==> src/rtl/if_id_stage.sv <==
// if_id_stage: instruction fetch over a req/ack memory port plus IF/ID register with a one-entry skid buffer.
// Optional IF_PERF_CNT_EN adds fetch_cnt_o / bubble_cnt_o performance counters.
module if_id_stage #(
  parameter logic [31:0] RESET_PC  = 32'h0000_0000,
  parameter logic [31:0] NOP_INSTR = 32'h0000_0000
) (
  input  logic        clk_i,
  input  logic        rst_i,
  output logic        imem_req_o,
  output logic [31:0] imem_addr_o,
  input  logic        imem_ack_i,
  input  logic [31:0] imem_rdata_i,
  input  logic        stall_i,
  input  logic        flush_i,
  input  logic        redirect_valid_i,
  input  logic [31:0] redirect_pc_i,
  output logic [31:0] instr_o,
  output logic [31:0] pc_plus4_o,
`ifdef IF_PERF_CNT_EN
  output logic [31:0] fetch_cnt_o,
  output logic [31:0] bubble_cnt_o,
`endif
  output logic        valid_o
);
  typedef enum logic [1:0] {IDLE, REQ, HOLD} state_t;
  state_t state_q, state_d;
  logic [31:0] pc_q, pc_d, addr_q, addr_d, instr_q, instr_d, pc4_q, pc4_d;
  logic [31:0] skid_instr_q, skid_pc4_q, pc_inc;
  logic valid_q, valid_d, kill_q, kill_d, skid_load, fetched;
  logic ack, take, kill_flush, occupied;
  assign pc_inc     = pc_q + 32'd4;
  assign ack        = (state_q == REQ) && imem_ack_i;
  assign take       = ack && !kill_q;
  assign kill_flush = flush_i || redirect_valid_i;
  assign occupied   = valid_q && stall_i;
  always_comb begin
    state_d   = state_q;
    pc_d      = pc_q;
    kill_d    = kill_q;
    skid_load = 1'b0;
    case (state_q)
      IDLE: state_d = REQ;
      REQ: begin
        if (take) begin
          pc_d = pc_inc;
          if (!kill_flush && occupied) begin
            state_d   = HOLD;
            skid_load = 1'b1;
          end
        end else if (ack) kill_d = 1'b0;
      end
      HOLD: state_d = (kill_flush || !stall_i) ? REQ : HOLD;
      default: state_d = IDLE;
    endcase
    // an outstanding request cannot be withdrawn, so its answer is marked for discard
    if (redirect_valid_i) begin
      pc_d = redirect_pc_i & ~32'h3;
      if (state_q == REQ && !imem_ack_i) kill_d = 1'b1;
    end
    addr_d = (state_q == REQ && !imem_ack_i) ? addr_q : pc_d;
  end
  always_comb begin
    valid_d = valid_q;
    instr_d = instr_q;
    pc4_d   = pc4_q;
    fetched = 1'b0;
    if (kill_flush) begin
      valid_d = 1'b0;
      instr_d = NOP_INSTR;
    end else if (!occupied) begin
      if (state_q == HOLD) begin
        valid_d = 1'b1;
        instr_d = skid_instr_q;
        pc4_d   = skid_pc4_q;
        fetched = 1'b1;
      end else if (take) begin
        valid_d = 1'b1;
        instr_d = imem_rdata_i;
        pc4_d   = pc_inc;
        fetched = 1'b1;
      end else begin
        valid_d = 1'b0;
        instr_d = NOP_INSTR;
      end
    end
  end
  always_ff @(posedge clk_i or negedge rst_i) begin
    if (!rst_i) begin
      state_q <= IDLE;
      pc_q    <= RESET_PC;
      addr_q  <= RESET_PC;
      kill_q  <= 1'b0;
      valid_q <= 1'b0;
      instr_q <= NOP_INSTR;
      pc4_q   <= 32'd0;
    end else begin
      state_q <= state_d;
      pc_q    <= pc_d;
      addr_q  <= addr_d;
      kill_q  <= kill_d;
      valid_q <= valid_d;
      instr_q <= instr_d;
      pc4_q   <= pc4_d;
    end
  end
  always_ff @(posedge clk_i or negedge rst_i) begin
    if (!rst_i) begin
      skid_instr_q <= NOP_INSTR;
      skid_pc4_q   <= 32'd0;
    end else if (skid_load) begin
      skid_instr_q <= imem_rdata_i;
      skid_pc4_q   <= pc_inc;
    end
  end
`ifdef IF_PERF_CNT_EN
  always_ff @(posedge clk_i or negedge rst_i) begin
    if (!rst_i) begin
      fetch_cnt_o  <= 32'd0;
      bubble_cnt_o <= 32'd0;
    end else begin
      fetch_cnt_o  <= fetch_cnt_o + {31'd0, fetched};
      bubble_cnt_o <= bubble_cnt_o + {31'd0, !valid_q};
    end
  end
`else
  logic unused_fetched;
  assign unused_fetched = fetched;
`endif
  assign imem_req_o  = (state_q == REQ);
  assign imem_addr_o = addr_q;
  assign instr_o     = instr_q;
  assign pc_plus4_o  = pc4_q;
  assign valid_o     = valid_q;
endmodule

==> config.mk <==
export PLATFORM = sky130hd
export DESIGN_NAME = if_id_stage
export DESIGN_NICKNAME = d
export VERILOG_FILES = /design/src/rtl/if_id_stage.sv
export SDC_FILE = /design/constraint.sdc
export NUM_CORES = 1
export LEC_CHECK = 0
export BUFFER_PORTS_ARGS = -buffer_cell sky130_fd_sc_hd__buf_2
export CELL_PAD_IN_SITES_DETAIL_PLACEMENT = 1
export CELL_PAD_IN_SITES_GLOBAL_PLACEMENT = 1
export CORE_UTILIZATION = 42
export CTS_CLUSTER_SIZE = 25
export DETAILED_ROUTE_END_ITERATION = 7
export PLACE_DENSITY_LB_ADDON = 0.1
export SETUP_SLACK_MARGIN = 0.4
export SYNTH_ARGS = -nofsm -noshare
export SYNTH_HDL_FRONTEND = slang
export SYNTH_SLANG_ARGS = --single-unit
==> constraint.sdc <==
create_clock -name clk_i -period 2.75 [get_ports clk_i]
set_clock_uncertainty 0.1 [all_clocks]
set_input_delay 0.55 -clock clk_i [delete_from_list [all_inputs] [get_ports clk_i]]
set_output_delay 0.55 -clock clk_i [all_outputs]
set_load 0.1 [all_outputs]
* Yosys cells after proc, flatten, opt, wreduce, memory -nomap -nowiden
Index checks and enable logic that the tools add are counted.
W data, S select, Z words.
** Cells by class
- $add $sub $neg :: 1
- Equal/unequal tests :: 5
- Mux-type cells :: 25
- Bitwise operators :: 2
- Reductions and logical operators :: 15
** Operator list (count)
- $mux W32 :: 9
- $add A32 B3 Y32 const B :: 1
- $mux W1 :: 12
- $mux W2 :: 3
- $pmux W2 S3 :: 1
- $logic_and A1 B1 Y1 :: 5
- $logic_not A1 Y1 :: 4
- $ne A2 B1 Y1 const B :: 2
- $reduce_and A3 Y1 :: 1
- $eq A2 B1 Y1 const B :: 1
- $eq A2 B2 Y1 const B :: 1
- $logic_not A2 Y1 :: 1
- $logic_or A1 B1 Y1 :: 2
- $ne A2 B2 Y1 const B :: 1
- $not A1 Y1 :: 2
- $reduce_and A2 Y1 :: 1
- $reduce_bool A2 Y1 :: 1
** Word-level totals
- Flip-flop bits (word level) :: 196
- Input bits :: 70
- Output and inout bits :: 98
- Logic and storage cells :: 57

* Logic depth before layout (Yosys ltp)
- Depth in word-level cells :: 7
- Gate-level depth with buffers :: 9
- Gate-level depth less buffers :: 6

* Worst setup path after synthesis
Ideal clock, no wire load.
- Path kind :: reg-to-reg
- Start :: register state_q[1]
- End :: register addr_q[30] (netlist: imem_addr_o[30])
- Library setup time :: 0.126 ns
- Data arrival time :: 2.956 ns
- Data required time :: 2.524 ns
- Path slack :: -0.432 ns
- Stages on the path, launching flop included :: 6
- Path buffers :: 1
- Period minus slack after synthesis :: 3.182 ns
- Cells stage by stage :: dfrtp_1 nor2b_1 nand2b_1 clkbuf_1 and3_1 a221o_1
** Between the ends
- Longest elaborated chain between the ends :: 6
- Elaborated cells between the ends (all ways) :: 7
- Those cells by class :: eq/ne: 1; mux: 3; reduce/logical: 3
** RTL lines
- from (decl) :: RTL line 26 : state_t state_q, state_d;
- from (signal assigned) :: RTL line 97 : state_q <= state_d;
- $eq A2 B1 Y1 (*)
- net imem_req_o :: RTL line 9 : output logic imem_req_o,
- $logic_and A1 B1 Y1 :: RTL line 32 : assign ack = (state_q == REQ) && imem_ack_i;
- $logic_and A1 B1 Y1 :: RTL line 33 : assign take = ack && !kill_q;
- $mux W32 :: RTL line 44 : if (take) begin
- $mux W32 :: RTL line 41 : case (state_q)
- $mux W32 :: RTL line 56 : if (redirect_valid_i) begin
- to (signal assigned) :: RTL line 99 : addr_q <= addr_d;
- to (decl) :: RTL line 27 : logic [31:0] pc_q, pc_d, addr_q, addr_d, instr_q, instr_d, pc4_q, pc4_d;
The timed path passes the listed nets; every way through them passes the cells marked *.
A chain may end at the register's enable or synchronous reset.

* Final worst setup path
- Start :: register pc_q[2]
- End :: register addr_q[30] (netlist: imem_addr_o[30])
** Between the ends
- Longest elaborated chain between the ends :: 4
** RTL lines
- from (decl) :: RTL line 27
- from (signal assigned) :: RTL line 98 : pc_q <= pc_d;
- $add A32 B3 Y32 :: RTL line 31 : assign pc_inc = pc_q + 32'd4;
- $mux W32 :: RTL line 44
- $mux W32 :: RTL line 41
- $mux W32 :: RTL line 56
No other way between the ends.

==> metrics.sh <==
DRTPASS1ITERATIONS=4
CELL_FAMILY_WITH_MOST_CP_DELAY='simple AND/OR/NAND/NOR gates'
POWER.NET_SWITCHING_mW=3.33
PORT_BUFFERS=165
DRT-INITIAL-DRC-COUNT=293
POWER.COMBINATIONAL.FRACTION_PCT=28.1
DRT-VIAS-PER-INSTANCE=5.36
ROUTE.DETAILED.WL_PER_INST_UM=18.3
YS_SEQ_AREA_SHARE_PCT=55.1
YS_ASYNC_SR_FRACTION_PCT=100
LAYOUTNONFILLERINSTCOUNT=1393
SYNTH_AREA_LEADERS='dfrtp_1 (55%), nand2_1 (11%), o21ai_0 (5.7%)'
CTS_BUFFER_DEPTH=2
SYNTH_TOP_AREA_CELL='dfrtp_1'
CRITICALPATHCATEGORY='flop to flop'
CLK_ROOT_BUFFER_CELL='clkbuf_16'
POWER_mW=8.50
SETUP-TNS-FINAL_NS=0
DRIVE_ABOVE_1_SHARE_PCT=25.2
LARGEST_NET_DEGREE_AT_THE_START_OF_GLOBAL_ROUTING=63
GRT_UTIL_ALL_LAYERS_PCT=24.3
DIE_X_UM=148
CAP_VIOLATIONS=0
TIMING_MAX_TRANSITION_VIOLATIONS_FINAL=0
PATH_CELLS='ha_2 > nand4_1 > or4_4 > nor3_1 > xor2_1 > a221o_1'
ROUTE.ANTENNA.REMAINING_NETS=0
PWR_DENSITY_CELL_nW_PER_UM2=778
DIODES=0
YS.WARNINGS.COUNT=0
WORST-SLEW-PIN-TRANSITION_NS=0.909
DIE-HEIGHT_UM=148
RESULT_OF_THE_RUN='finished with violations'
REQUIRED_NS=2.95
DETAIL_ROUTE.DRC_VIOLATIONS=0
HP-CLASS='input port to async pin'
PIN_COUNT=168
POSTSYNTHREGISTERBITS=196
ARRIVAL_NS=2.58
GRT_PASS1_VIAS=7685
CORE-AREA_UM2=20500
CRITPATHLAUNCHTYPE='flop'
SYNTHESIS.NETS=1018
START_UTIL_PCT=43.5
POST_SYNTH_NUM_CELL_TYPES=52
MAXIMUM_FANOUT_ENCOUNTERED_ON_THE_CRITICAL_TIMING_PATH=10
CLOCK_POWER_SHARE_PCT=31.6
DRT-TOTAL-WL_MM=25.5
DESIGN.DIE.AREA_UM2=21800
CORE.ROWCOUNT=52
POWER.SEQUENTIAL.FRACTION_PCT=40.4
PLACE.GP.CONGESTION=0.855
INTERNAL_POWER_CONSUMPTION_mW=5.17
FINAL_CELL_AREA_UM2=10900
CP_NUM_CELLS=6
SYN-MEAN-INSTANCE-AREA_UM2=9.41
POWER.LEAKAGE_nW=5.17
TIMING.CRITICAL_PATH.SLOWEST_STAGE_CELL='or4_4'
SYNTH_FF_TYPE='dfrtp_1'
FIN_CRIT_NS=2.38
CTS_TREE='built'
SYNTH_TOP_AREA_SHARE_PCT=55.1
CLKTRANSATPATHREGS_NS=0.08
GRT_ANTENNA_BEFORE_REPAIR=0
NETLIST_INSTANCES=947
CLOCK_LATENCY_NS=0.44
NETSWITCHINGFRACTION_PCT=39.1
DPL.CELL_COUNT=1356
PERIOD_SHARE_PCT=86.4
SYNTH-EDFF-COUNT=0
CTS_MADE_BUFFERS=17
GRT_REMAINING_OVERFLOW=0
UNREPAIRED_SETUP_ENDPOINTS_AFTER_GLOBAL_ROUTING='true'
GLOBAL_ROUTE_WIRE_LENGTH_BEFORE_REPAIR_MM=41.3
MOST_REPEATED_CELL_IN_THE_GATE_LEVEL_NETLIST_AFTER_SYNTHESIS='nand2_1'
HOLD_WS_NS=-0.0161
HPWL_MM=17.7
CRIT_PATH_MAX_INCR_DELAY_NS=0.55
HOLD_VIOL=5
SETUP_VIOL_COUNT_FINAL=0
MOST_FREQUENT_CELLS_AFTER_SYNTHESIS='nand2_1 (256), dfrtp_1 (196), o21ai_0 (101), clkbuf_1 (54), nor2_1 (46)'
AREA.GROWTH.SYNTH_TO_FINAL_PCT=22.6
CRITICAL_PATH.N_BUFFERS_INVERTERS=0
POSTPLACECELLAREA_UM2=10200
POST_SYN_AREA_UM2=8910
CLOCK_SINKS=196
MAX-VDD-IR-DROP_uV=369
CRITICAL_PATH.ENDPOINT_TYPE='flop'
VIOLATED_CHECKS='hold timing'
NETS=1181
TIMING.FMAX_GHz=0.421
CTSHTREEMAXLEVEL=4
VIA_COUNT=7466
WORST_SLEW_MARGIN_REL_PCT=39.2
FF2FF_PATH_DEPTH=6
## routing by layer
metal	routed length, µm	track usage (%)	up-vias
met5	0	0	-
met4	250	5.93	0
met3	1000	4.17	18
met2	12200	39.3	190
met1	12100	34.1	3668
li1	-	-	3590
## power groups by stage
stage	Sequential, mW	Combinational, mW	Clock [mW]
floorplan	4.77	0.508	0
global placement	3.47	2.35	0
detailed placement	3.48	2.37	0
CTS	3.43	2.39	2.74
global route	3.47	2.51	2.87
finish	3.43	2.38	2.68
## metrics by stage
stage | utilization [%] | worst slack, ns
floorplan | - | 0.497
global placement | 49.8 | 0.231
detailed placement | 49.8 | 0.177
CTS | 53.0 | 0.403
global route | 53.3 | 0.337
finish | 53.3 | 0.373
## layout by cell type (no fill, tap or decap), types with 5 or more instances in the layout
master,count
nand2_1,255
dfrtp_1,192
buf_2,163
o21ai_0,100
nor2_1,46
a22oi_1,44
buf_4,41
xor2_1,26
nand3_1,25
xnor2_1,23
mux2_2,21
clkbuf_16,17
a21oi_1,16
nor3_1,15
nand4_1,12
and3_1,9
o211ai_1,9
nor4_1,7
a31oi_1,7
a221o_1,5
## cell type report
type                            count  area [µm²]
Sequential cell                   196        4910
Fill cell                        2387        9580
Clock inverter                     12         165
Multi-Input combinational cell    681        3800
Timing Repair Buffer              210        1220
Clock buffer                       20         467
Tap cell                          270         338
Inverter                            4        15.0
## timing repair
item / CTS / global route
hold buffers: 0 / 0
pin swaps: 0 / 2
resized for setup: 8 / 4
endpoints found under the setup margin: 20 / 19
buffers inserted: 2 / 3
## final timing paths
| kind | endpoint | from | slack [ns] |
|---|---|---|---|
| worst max-delay path | imem_addr_o[30] | pc_q[2] | 0.37 |
| worst min-delay path | instr_o[26] | rst_i | -0.02 |
| worst max register to register | imem_addr_o[30] | pc_q[2] | 0.37 |
| worst min register to register | instr_o[25] | instr_o[25] | 0.37 |
| max in group asynchronous | pc_q[30] | rst_i | 1.73 |
| min in group clk_i | skid_instr_q[10] | imem_rdata_i[10] | 0.22 |
## kinds of logic after synthesis
logic type	count (synthesis)	share of synthesized area, %
adders and majority gates	1	0.140
DFF	196	55.1
AOI/OAI and AO/OA	202	13.9
and+or+nand+nor	404	19.9
buffers and inverters	70	3.05
muxes	25	3.10
xor gates and xnor gates	49	4.82
## registers in the layout, summed over array words and instances, names as in the netlist, named ones only
signal / flops
imem_addr_o: 32
skid_pc4_q: 32
valid_o: 1
pc_plus4_o: 32
pc_q: 32
instr_o: 32
state_q: 2
skid_instr_q: 32
## worst register-to-register path, cell delays in order (launching register included)
cell and delay [ns]:
dfrtp_2 0.43, ha_2 0.26, nand4_1 0.19, or4_4 0.55, nor3_1 0.25, xor2_1 0.12, a221o_1 0.34
No activity file was read; power rests on OpenSTA's default activity.
